## src/rtl/js_adc_reader_if.sv

```systemverilog
// Joystick ADC reader bus: SPI pins toward the ADC plus the position
// outputs toward the cursor mover.
interface js_adc_reader_if;
  logic       miso;
  logic       sclk;
  logic       mosi;
  logic       cs_n;
  logic [7:0] positionX;
  logic [7:0] positionY;
  logic       valid;

  // Reader side: drives SPI and positions, receives ADC data
  modport master (
    input  miso,
    output sclk, mosi, cs_n, positionX, positionY, valid
  );

  // ADC / consumer side
  modport slave (
    output miso,
    input  sclk, mosi, cs_n, positionX, positionY, valid
  );
endinterface

```

## src/rtl/js_adc_reader.sv

```systemverilog
// Joystick ADC reader: polls X (channel 0) then Y (channel 1) of a 10-bit
// SPI ADC, converts each reading to a saturated signed offset from CENTER
// and publishes both axes together with a one-cycle valid pulse.
module js_adc_reader #(
  parameter int unsigned CLK_DIV       = 25,
  parameter int unsigned SAMPLE_PERIOD = 50000,
  parameter int unsigned CENTER        = 128
) (
  input logic             clk,
  input logic             reset_n,
  js_adc_reader_if.master bus
);

  typedef enum logic [1:0] {IDLE, CS_SETUP, SHIFT, CS_HOLD} state_t;

  localparam int unsigned MAXC = (SAMPLE_PERIOD > CLK_DIV) ? SAMPLE_PERIOD : CLK_DIV;
  localparam int unsigned CW   = $clog2(MAXC + 1);
  localparam logic [CW-1:0] DIV_LAST = CW'(CLK_DIV - 1);
  localparam logic [CW-1:0] SP_LAST  = CW'(SAMPLE_PERIOD - 1);
  localparam logic signed [9:0] CENTER_S = 10'(CENTER);

  state_t        state_q, state_d;
  logic [CW-1:0] cnt_q, cnt_d;
  logic [3:0]    bit_q, bit_d;
  logic [4:0]    next_bit;
  logic          sclk_q, sclk_d;
  logic          cs_n_q, cs_n_d;
  logic          mosi_q, mosi_d;
  logic          ch_q, ch_d;
  logic [9:0]    shift_q, shift_d;
  logic [7:0]    x_hold_q, x_hold_d;
  logic [7:0]    pos_x_q, pos_x_d;
  logic [7:0]    pos_y_q, pos_y_d;
  logic          valid_q, valid_d;

  // Signed offset of an 8-bit reading from CENTER, clamped to [-128,127]
  function automatic logic [7:0] to_offset(input logic [7:0] u);
    logic signed [9:0] d;
    d = $signed({2'b00, u}) - CENTER_S;
    if (d > 10'sd127)       return 8'h7F;
    else if (d < -10'sd128) return 8'h80;
    else                    return d[7:0];
  endfunction

  // Command word, bit 0 first: start, single-ended, channel, MSB-first
  function automatic logic cmd_bit(input logic ch, input logic [4:0] b);
    case (b)
      5'd0, 5'd1, 5'd3: return 1'b1;
      5'd2:             return ch;
      default:          return 1'b0;
    endcase
  endfunction

  assign next_bit = {1'b0, bit_q} + 5'd1;

  // Next-state and next-output logic for the polling sequence
  always_comb begin
    state_d  = state_q;
    cnt_d    = cnt_q;
    bit_d    = bit_q;
    sclk_d   = sclk_q;
    cs_n_d   = cs_n_q;
    mosi_d   = mosi_q;
    ch_d     = ch_q;
    shift_d  = shift_q;
    x_hold_d = x_hold_q;
    pos_x_d  = pos_x_q;
    pos_y_d  = pos_y_q;
    valid_d  = 1'b0;

    case (state_q)
      IDLE: begin
        cs_n_d = 1'b1;
        sclk_d = 1'b0;
        if (cnt_q == SP_LAST) begin
          cnt_d   = '0;
          state_d = CS_SETUP;
          cs_n_d  = 1'b0;
          mosi_d  = cmd_bit(ch_q, 5'd0);
        end else begin
          cnt_d = cnt_q + 1'b1;
        end
      end

      CS_SETUP: begin
        if (cnt_q == DIV_LAST) begin
          cnt_d   = '0;
          bit_d   = '0;
          state_d = SHIFT;
        end else begin
          cnt_d = cnt_q + 1'b1;
        end
      end

      SHIFT: begin
        if (cnt_q == DIV_LAST) begin
          cnt_d = '0;
          if (!sclk_q) begin
            sclk_d = 1'b1;
          end else begin
            // Falling edge: only the last 10 bits survive the shift,
            // so the leading null/command-echo bits fall out naturally.
            sclk_d  = 1'b0;
            shift_d = {shift_q[8:0], bus.miso};
            mosi_d  = cmd_bit(ch_q, next_bit);
            if (bit_q == 4'd15) begin
              state_d = CS_HOLD;
              cs_n_d  = 1'b1;
            end else begin
              bit_d = next_bit[3:0];
            end
          end
        end else begin
          cnt_d = cnt_q + 1'b1;
        end
      end

      CS_HOLD: begin
        if (cnt_q == DIV_LAST) begin
          cnt_d = '0;
          if (!ch_q) begin
            x_hold_d = to_offset(shift_q[9:2]);
            ch_d     = 1'b1;
            state_d  = CS_SETUP;
            cs_n_d   = 1'b0;
            mosi_d   = cmd_bit(1'b1, 5'd0);
          end else begin
            pos_x_d = x_hold_q;
            pos_y_d = to_offset(shift_q[9:2]);
            valid_d = 1'b1;
            ch_d    = 1'b0;
            state_d = IDLE;
          end
        end else begin
          cnt_d = cnt_q + 1'b1;
        end
      end

      default: state_d = IDLE;
    endcase
  end

  // State and output registers with synchronous active-low reset
  always_ff @(posedge clk) begin
    if (!reset_n) begin
      state_q  <= IDLE;
      cnt_q    <= '0;
      bit_q    <= '0;
      sclk_q   <= 1'b0;
      cs_n_q   <= 1'b1;
      mosi_q   <= 1'b0;
      ch_q     <= 1'b0;
      shift_q  <= '0;
      x_hold_q <= '0;
      pos_x_q  <= '0;
      pos_y_q  <= '0;
      valid_q  <= 1'b0;
    end else begin
      state_q  <= state_d;
      cnt_q    <= cnt_d;
      bit_q    <= bit_d;
      sclk_q   <= sclk_d;
      cs_n_q   <= cs_n_d;
      mosi_q   <= mosi_d;
      ch_q     <= ch_d;
      shift_q  <= shift_d;
      x_hold_q <= x_hold_d;
      pos_x_q  <= pos_x_d;
      pos_y_q  <= pos_y_d;
      valid_q  <= valid_d;
    end
  end

  assign bus.sclk      = sclk_q;
  assign bus.cs_n      = cs_n_q;
  assign bus.mosi      = mosi_q;
  assign bus.positionX = pos_x_q;
  assign bus.positionY = pos_y_q;
  assign bus.valid     = valid_q;

endmodule

```

## src/flat_wrapper.sv

```systemverilog
// flat-port wrapper written by rule: the top's interface ports become plain ports
module js_adc_reader_flat 
#(
  parameter int unsigned CLK_DIV       = 25,
  parameter int unsigned SAMPLE_PERIOD = 50000,
  parameter int unsigned CENTER        = 128
)
  (clk, reset_n, bus_miso, bus_sclk, bus_mosi, bus_cs_n, bus_positionX, bus_positionY, bus_valid);
  js_adc_reader_if bus_i ();
  input logic clk;
  input logic reset_n;
  input wire logic [$bits(bus_i.miso)-1:0] bus_miso;
  output wire logic [$bits(bus_i.sclk)-1:0] bus_sclk;
  output wire logic [$bits(bus_i.mosi)-1:0] bus_mosi;
  output wire logic [$bits(bus_i.cs_n)-1:0] bus_cs_n;
  output wire logic [$bits(bus_i.positionX)-1:0] bus_positionX;
  output wire logic [$bits(bus_i.positionY)-1:0] bus_positionY;
  output wire logic [$bits(bus_i.valid)-1:0] bus_valid;
  assign bus_i.miso = bus_miso;
  assign bus_sclk = bus_i.sclk;
  assign bus_mosi = bus_i.mosi;
  assign bus_cs_n = bus_i.cs_n;
  assign bus_positionX = bus_i.positionX;
  assign bus_positionY = bus_i.positionY;
  assign bus_valid = bus_i.valid;
  js_adc_reader #(.CLK_DIV(CLK_DIV), .SAMPLE_PERIOD(SAMPLE_PERIOD), .CENTER(CENTER)) u_core (.clk(clk), .reset_n(reset_n), .bus(bus_i));
endmodule
```

## config.mk

```make
export PLATFORM = sky130hd
export DESIGN_NAME = js_adc_reader_flat
export DESIGN_NICKNAME = d
export VERILOG_FILES = /design/src/rtl/js_adc_reader_if.sv /design/src/rtl/js_adc_reader.sv /design/src/flat_wrapper.sv
export SDC_FILE = /design/constraint.sdc
export NUM_CORES = 1
export LEC_CHECK = 0
export CORE_UTILIZATION = 55
export CTS_BUF_LIST = sky130_fd_sc_hd__clkbuf_8 sky130_fd_sc_hd__clkbuf_16
export CTS_CLUSTER_DIAMETER = 120
export CTS_CLUSTER_SIZE = 16
export DETAILED_ROUTE_END_ITERATION = 8
export PLACE_DENSITY = 0.82
export SLEW_MARGIN = 0
export SYNTH_ARGS = -nofsm -noshare
export SYNTH_HDL_FRONTEND = slang
export SYNTH_SLANG_ARGS = --single-unit
```

## constraint.sdc

```tcl
create_clock -name clk -period 2.5 [get_ports clk]
set_input_delay 0.375 -clock clk [delete_from_list [all_inputs] [get_ports clk]]
set_output_delay 0.375 -clock clk [all_outputs]
set_load 0.01 [all_outputs]
```

[Word level (Yosys, flattened, before mapping)]
Cells that the tools add are included.
Storage, ports and cells
  bits in registers: 61
  bits in latches: 0
  memory bits (writable): 0
  memory bits (read-only): 0
  output and inout bits: 20
  memories kept: 0
Cells by class
  $add $sub $neg: 3
  multiply operators: 0
  div/mod/pow operators: 0
  order comparisons: 2
  equality and inequality tests: 17
  shift operators: 0
  multiplexer cells: 37
  bitwise logic cells: 1
  reductions and logical operators: 17
Operator list (number)
  two-way mux 16 bit: 2
  one-hot mux 16 bit (2 select lines): 1
  AND reduction 6 bit: 3
  adder 16 x 1 -> 16 bit (second input constant): 1
  == test 16 bit (second input constant): 1
  == test 16 x 5 -> 1 bit (second input constant): 1
  two-way mux 1 bit: 16
  two-way mux 4 bit: 4
  two-way mux 8 bit: 2
  two-way mux 2 bit: 6
  inequality test 2 x 1 -> 1 bit (second input constant): 6
  AND reduction 3 bit: 4
  == test 5 x 2 -> 1 bit (second input constant): 2
  greater-than comparator 10 x 8 -> 1 bit (second input constant): 1
  < comparator 10 x 8 -> 1 bit (second input constant): 1
  subtractor 8 x 8 -> 9 bit (second input constant): 1
  one-hot mux 2 bit (4 select lines): 1
  one-hot mux 4 bit (2 select lines): 1
  one-hot mux 1 bit (3 select lines): 2
  OR reduction 3 bit: 2
  adder 4 x 1 -> 5 bit (second input constant): 1
  == test 5 x 1 -> 1 bit (second input constant): 1
  logical NOT 5 bit: 1
  AND reduction 5 bit: 1
  other kinds (10): 15

[Longest topological paths before layout]
Gate-level depths: netlist of run 1.
  word-level depth: 7
  depth in mapped cells: 9

[Worst setup path after synthesis of run 1]
No wires, ideal clock.
  path type: register -> register
  start point: reg u_core.cnt_q[0]
  end point: reg u_core.cnt_q[14]
  library setup time: 0.115 ns
  data arrival time: 1.948 ns
  required time: 2.385 ns
  slack: 0.437 ns
  stages on the path, launching flop included: 9
  clock period less this slack: 2.063 ns
  path through: dfxtp_1 inv_1 ha_1 or4b_4 nor4_1 a21oi_1 o41ai_4 buf_4 nor2_1
On the way
  word-level cells in the longest chain between the ends: 3
  elaborated cells on any way between the ends: 6
Ends and longest elaborated chain
  start, declared: line js_adc_reader.sv:23  | logic [CW-1:0] cnt_q, cnt_d;
  start signal, assigned: line js_adc_reader.sv:160  | cnt_q <= cnt_d;
  adder 16 x 1 -> 16 bit, or another cell as far along
  two-way mux 16 bit, on equally long branches
  one-hot mux 16 bit (2 select lines) *: line js_adc_reader.sv:71  | case (state_q)
Every way passes the cells marked *; elsewhere a longest branch is shown, timed or not.
A chain may end at the register's enable or synchronous reset.

[Worst setup path after layout of run 1]
  start point: reg u_core.cnt_q[0]
  end point: reg u_core.state_q[0]
On the way
  word-level cells in the longest chain between the ends: 3
  elaborated cells on any way between the ends: 7
Ends and longest elaborated chain
  == test 16 x 5 -> 1 bit or == test 16 bit (tied branches)
  inequality test 2 x 1 -> 1 bit (no source line)
  AND reduction 6 bit (no source line) *
  end signal, assigned: line js_adc_reader.sv:159  | state_q <= state_d;
  end, declared: line js_adc_reader.sv:22  | state_t state_q, state_d;
Marks and branches as above.

==> results of run 1 <==
layout make-up:
class	count	share of cell area, %
Sequential cell	61	36.5
Inverter	13	1.46
Clock buffer	11	4.52
Clock inverter	5	1.53
Multi-Input combinational cell	230	44.1
Timing Repair Buffer	33	9.42
Tap cell	67	2.50
tightest hold or removal path, delay by kind of cell, from the launching register on:
kind            cells  cell delay (ps)
compound gates      1               50
flops               1              310
simple gates        1               50
placed cells by master, fill, tap and decap left out, types with 2 or more instances in the layout:
cell             netlist  final
buf_4                  5     10
o21ai_0                7      7
o21a_1                 4      4
or4bb_1                2      2
and2_1                 5      5
a21oi_1                3      3
clkdlybuf4s50_1        0     22
nor2_1                25     25
nand4_1                5      5
nor4_1                 2      2
clkbuf_8               0     11
nor2b_1                8      8
and3_1                 3      3
ha_1                  12     12
o211ai_1               2      2
xor2_1                 9      9
a21boi_0              16     16
mux2i_1                9      9
nor3_1                 2      2
dfxtp_1               61     61
nand3_1                9      9
xnor2_1                6      6
inv_1                 13     15
a21boi_1              14     14
o41ai_1                2      2
nand2_1               64     64
report_power, final:
part	switching (µW)	internal (µW)
Clock	377	507
Sequential	4.83	976
Combinational	23.7	25.6
Total	406	1510
worst min path at each step:
| stage | endpoint | slack (ps) | from |
|---|---|---|---|
| finish | u_core.bus.positionY[4]$_SDFFE_PN0P_ | 450 | u_core.bus.positionY[4]$_SDFFE_PN0P_ |
| global route | u_core.bus.positionY[5]$_SDFFE_PN0P_ | 470 | u_core.bus.positionY[5]$_SDFFE_PN0P_ |
| CTS | u_core.bus.positionY[4]$_SDFFE_PN0P_ | 450 | u_core.bus.positionY[4]$_SDFFE_PN0P_ |
| global placement | u_core.shift_q[0]$_SDFFE_PN0P_ | 440 | u_core.shift_q[0]$_SDFFE_PN0P_ |
| detailed placement | u_core.bus.positionY[4]$_SDFFE_PN0P_ | 440 | u_core.bus.positionY[4]$_SDFFE_PN0P_ |
| floorplan | u_core.cnt_q[0]$_SDFF_PN0_ | 430 | u_core.cnt_q[0]$_SDFF_PN0_ |
per-layer routing:
metal	track usage (%)	vias to the layer above	routed length [µm]
li1	-	1129	-
met1	29.5	1051	2450
met2	35.3	27	2640
met3	7.41	10	166
met4	11.8	0	93
met5	0	-	0
flip-flops by register name, indices dropped and copies added (netlist names):
register,cells
u_core.bus.mosi,1
u_core.state_q,2
u_core.bus.valid,1
u_core.bus.positionX,8
u_core.bit_q,4
u_core.bus.positionY,8
u_core.x_hold_q,8
u_core.bus.sclk,1
u_core.bus.cs_n,1
u_core.shift_q,10
u_core.cnt_q,16
u_core.ch_q,1
cells by family after synthesis:
| family | Yosys count |
|---|---|
| flops | 61 |
| mux | 9 |
| compound gates | 56 |
| xor+xnor | 15 |
| buf+inv | 27 |
| fa+ha+maj | 12 |
| simple gates | 138 |
through the flow:
| stage | total power, µW | worst slack (ps) |
|---|---|---|
| finish | 1910 | 185 |
| global route | 1990 | 48.2 |
| CTS | 1930 | 161 |
| detailed placement | 1050 | 174 |
| global placement | 1050 | 295 |
| floorplan | 1040 | 437 |
==> impl_metrics.yaml, run 1 <==
drt:
  dr.first_iter.drc_count: 172
  first_pass_iters: 4
  routed_via_density: 5.28
  wire_per_inst_um: 12.7
  drc: 0
  routed_wl_mm: 5.35
  ant_nets: 0
  vias: 2217
synthesis:
  synth_cells: 318
  synth-xor-area-share_pct: 4.66
  postSynth.asyncResetShare_pct: 0
  avgSynthCellArea_um2: 8.87
  synth-edff-count: 0
  seq_area_frac_synth_pct: 43.3
  synth_top_family_by_area: "simple AND/OR/NAND/NOR gates"
  synth_compound_area_share_pct: 15.1
  yosysTopAreaCell: "dfxtp_1"
  synth_simple_gate_area_share_pct: 24.0
  synth_flop_cell: "dfxtp_1"
  synth_cell_types: 47
  post-synth-top-count-cell: "nand2_1"
  ys.warnings.count: 0
  yosys.area_share.adder_pct: 5.32
  synth_area_um2: 2820
  ys_top_cells_by_count: "nand2_1 (64), dfxtp_1 (61), nor2_1 (25)"
  yosys-top-cells-area: "dfxtp_1 (43%), nand2_1 (8.5%), ha_1 (5.3%)"
  yosys.area.top_type_share_pct: 43.3
  synth_fp_nets: 333
  synthMuxAreaShare_pct: 3.19
  ys_ff_latch: 61
floorplanning:
  die-area_um2: 5420
  ioPinCount: 23
  die_w_um: 73.6
  rows: 25
  core-area_um2: 4820
  die_y_um: 73.6
  start_util_pct: 58.5
critical_path:
  path_class: "flop to flop"
  crit_path_top_delay_cell: "nor4_4"
  crit_path_end: "u_core.state_q[0]$_SDFFE_PN0P_"
  critical_path.cell_chain: "inv_1 -> ha_1 -> or4b_4 -> nor4_4 -> buf_4 -> o211ai_1 -> o21ai_0 -> o211a_1"
  cp_num_buf_inv: 2
  required_ps: 2790
  path_delay_family: "simple AND/OR/NAND/NOR gates"
  cp.depth: 8
  crit_fanout: 9
  slowest_delay_ps: 490
  reg2reg_depth: 8
  rrSetupSlack_ps: 180
  cp_data_arrival_time_ps: 2600
  rr_endpoint: "u_core.state_q[0]$_SDFFE_PN0P_"
  r2r-start: "u_core.cnt_q[0]$_SDFF_PN0_"
  cp-start-kind: "flop"
  startpoint: "u_core.cnt_q[0]$_SDFF_PN0_"
  critPathCaptureType: "flop"
global_route:
  grt_usage_pct: 23.2
  grt_pass1_vias: 2027
  grt_max_degree: 37
  grt-ovfl-total: 0
  grt_pass1_wl_mm: 9.39
  antenna_found_initial: 0
sta:
  fmax_ghz: 0.432
  clock_skew_ps: 7.11
  rsz0062_at_grt: "no"
  hold-worst-slack_ps: 448
  worstMarginPinSlew_ps: 603
  fin_crit_sh_pct: 92.6
  hold_viol: 0
  fin_crit_ps: 2320
  relSlewSlack_pct: 59.7
  final-setup-viol-count: 0
  setup_tns_ps: 0
  drv_slew: 0
layout:
  fin_area_um2: 3350
  multi_input_area_um2: 1480
  fin_util_pct: 69.5
  nets: 363
  fillerInstances: 399
  drive_gt1_share_pct: 9.07
  seq_area_um2: 1220
  diodes: 0
  syn2layout_area_growth_pct: 18.7
  stdcell_count: 420
clock_network:
  cts_hold_repair.buffers: 0
  cts_tree: "done"
  post-cts-setup-buffers: 0
  numCtsBuffers: 9
  h-tree-depth: 3
  root_buffer: "clkbuf_8"
  clock_path_buffers: 2
  cts.sinks: 61
  clock_latency_ps: 340
  clk_pin_slew_ps: 60
  cts_resized: 0
power:
  vdd_ir_drop_max_mv: 0.433
  p_per_area_nw_per_um2: 572
  power_leakage_uw: 0.00120
placement:
  place_congestion: 0.808
  dp.cells: 404
  io_buffers: 22
  hpwl_mm: 3.73
  place_area_um2: 3140
min_path:
  hp-class: "flop to flop"
  hold_depth: 2
run:
  maxCapViolCount: 0
outcome:
  status: "finished, final reports clean"
Power figures use the tool's default switching activity.
==> run 2, diff against run 1 <==
SLEW_MARGIN = not set   (was 0)
==> results of run 2 <==
Same layout as run 1: the final DEF is identical, and so are final timing and power.
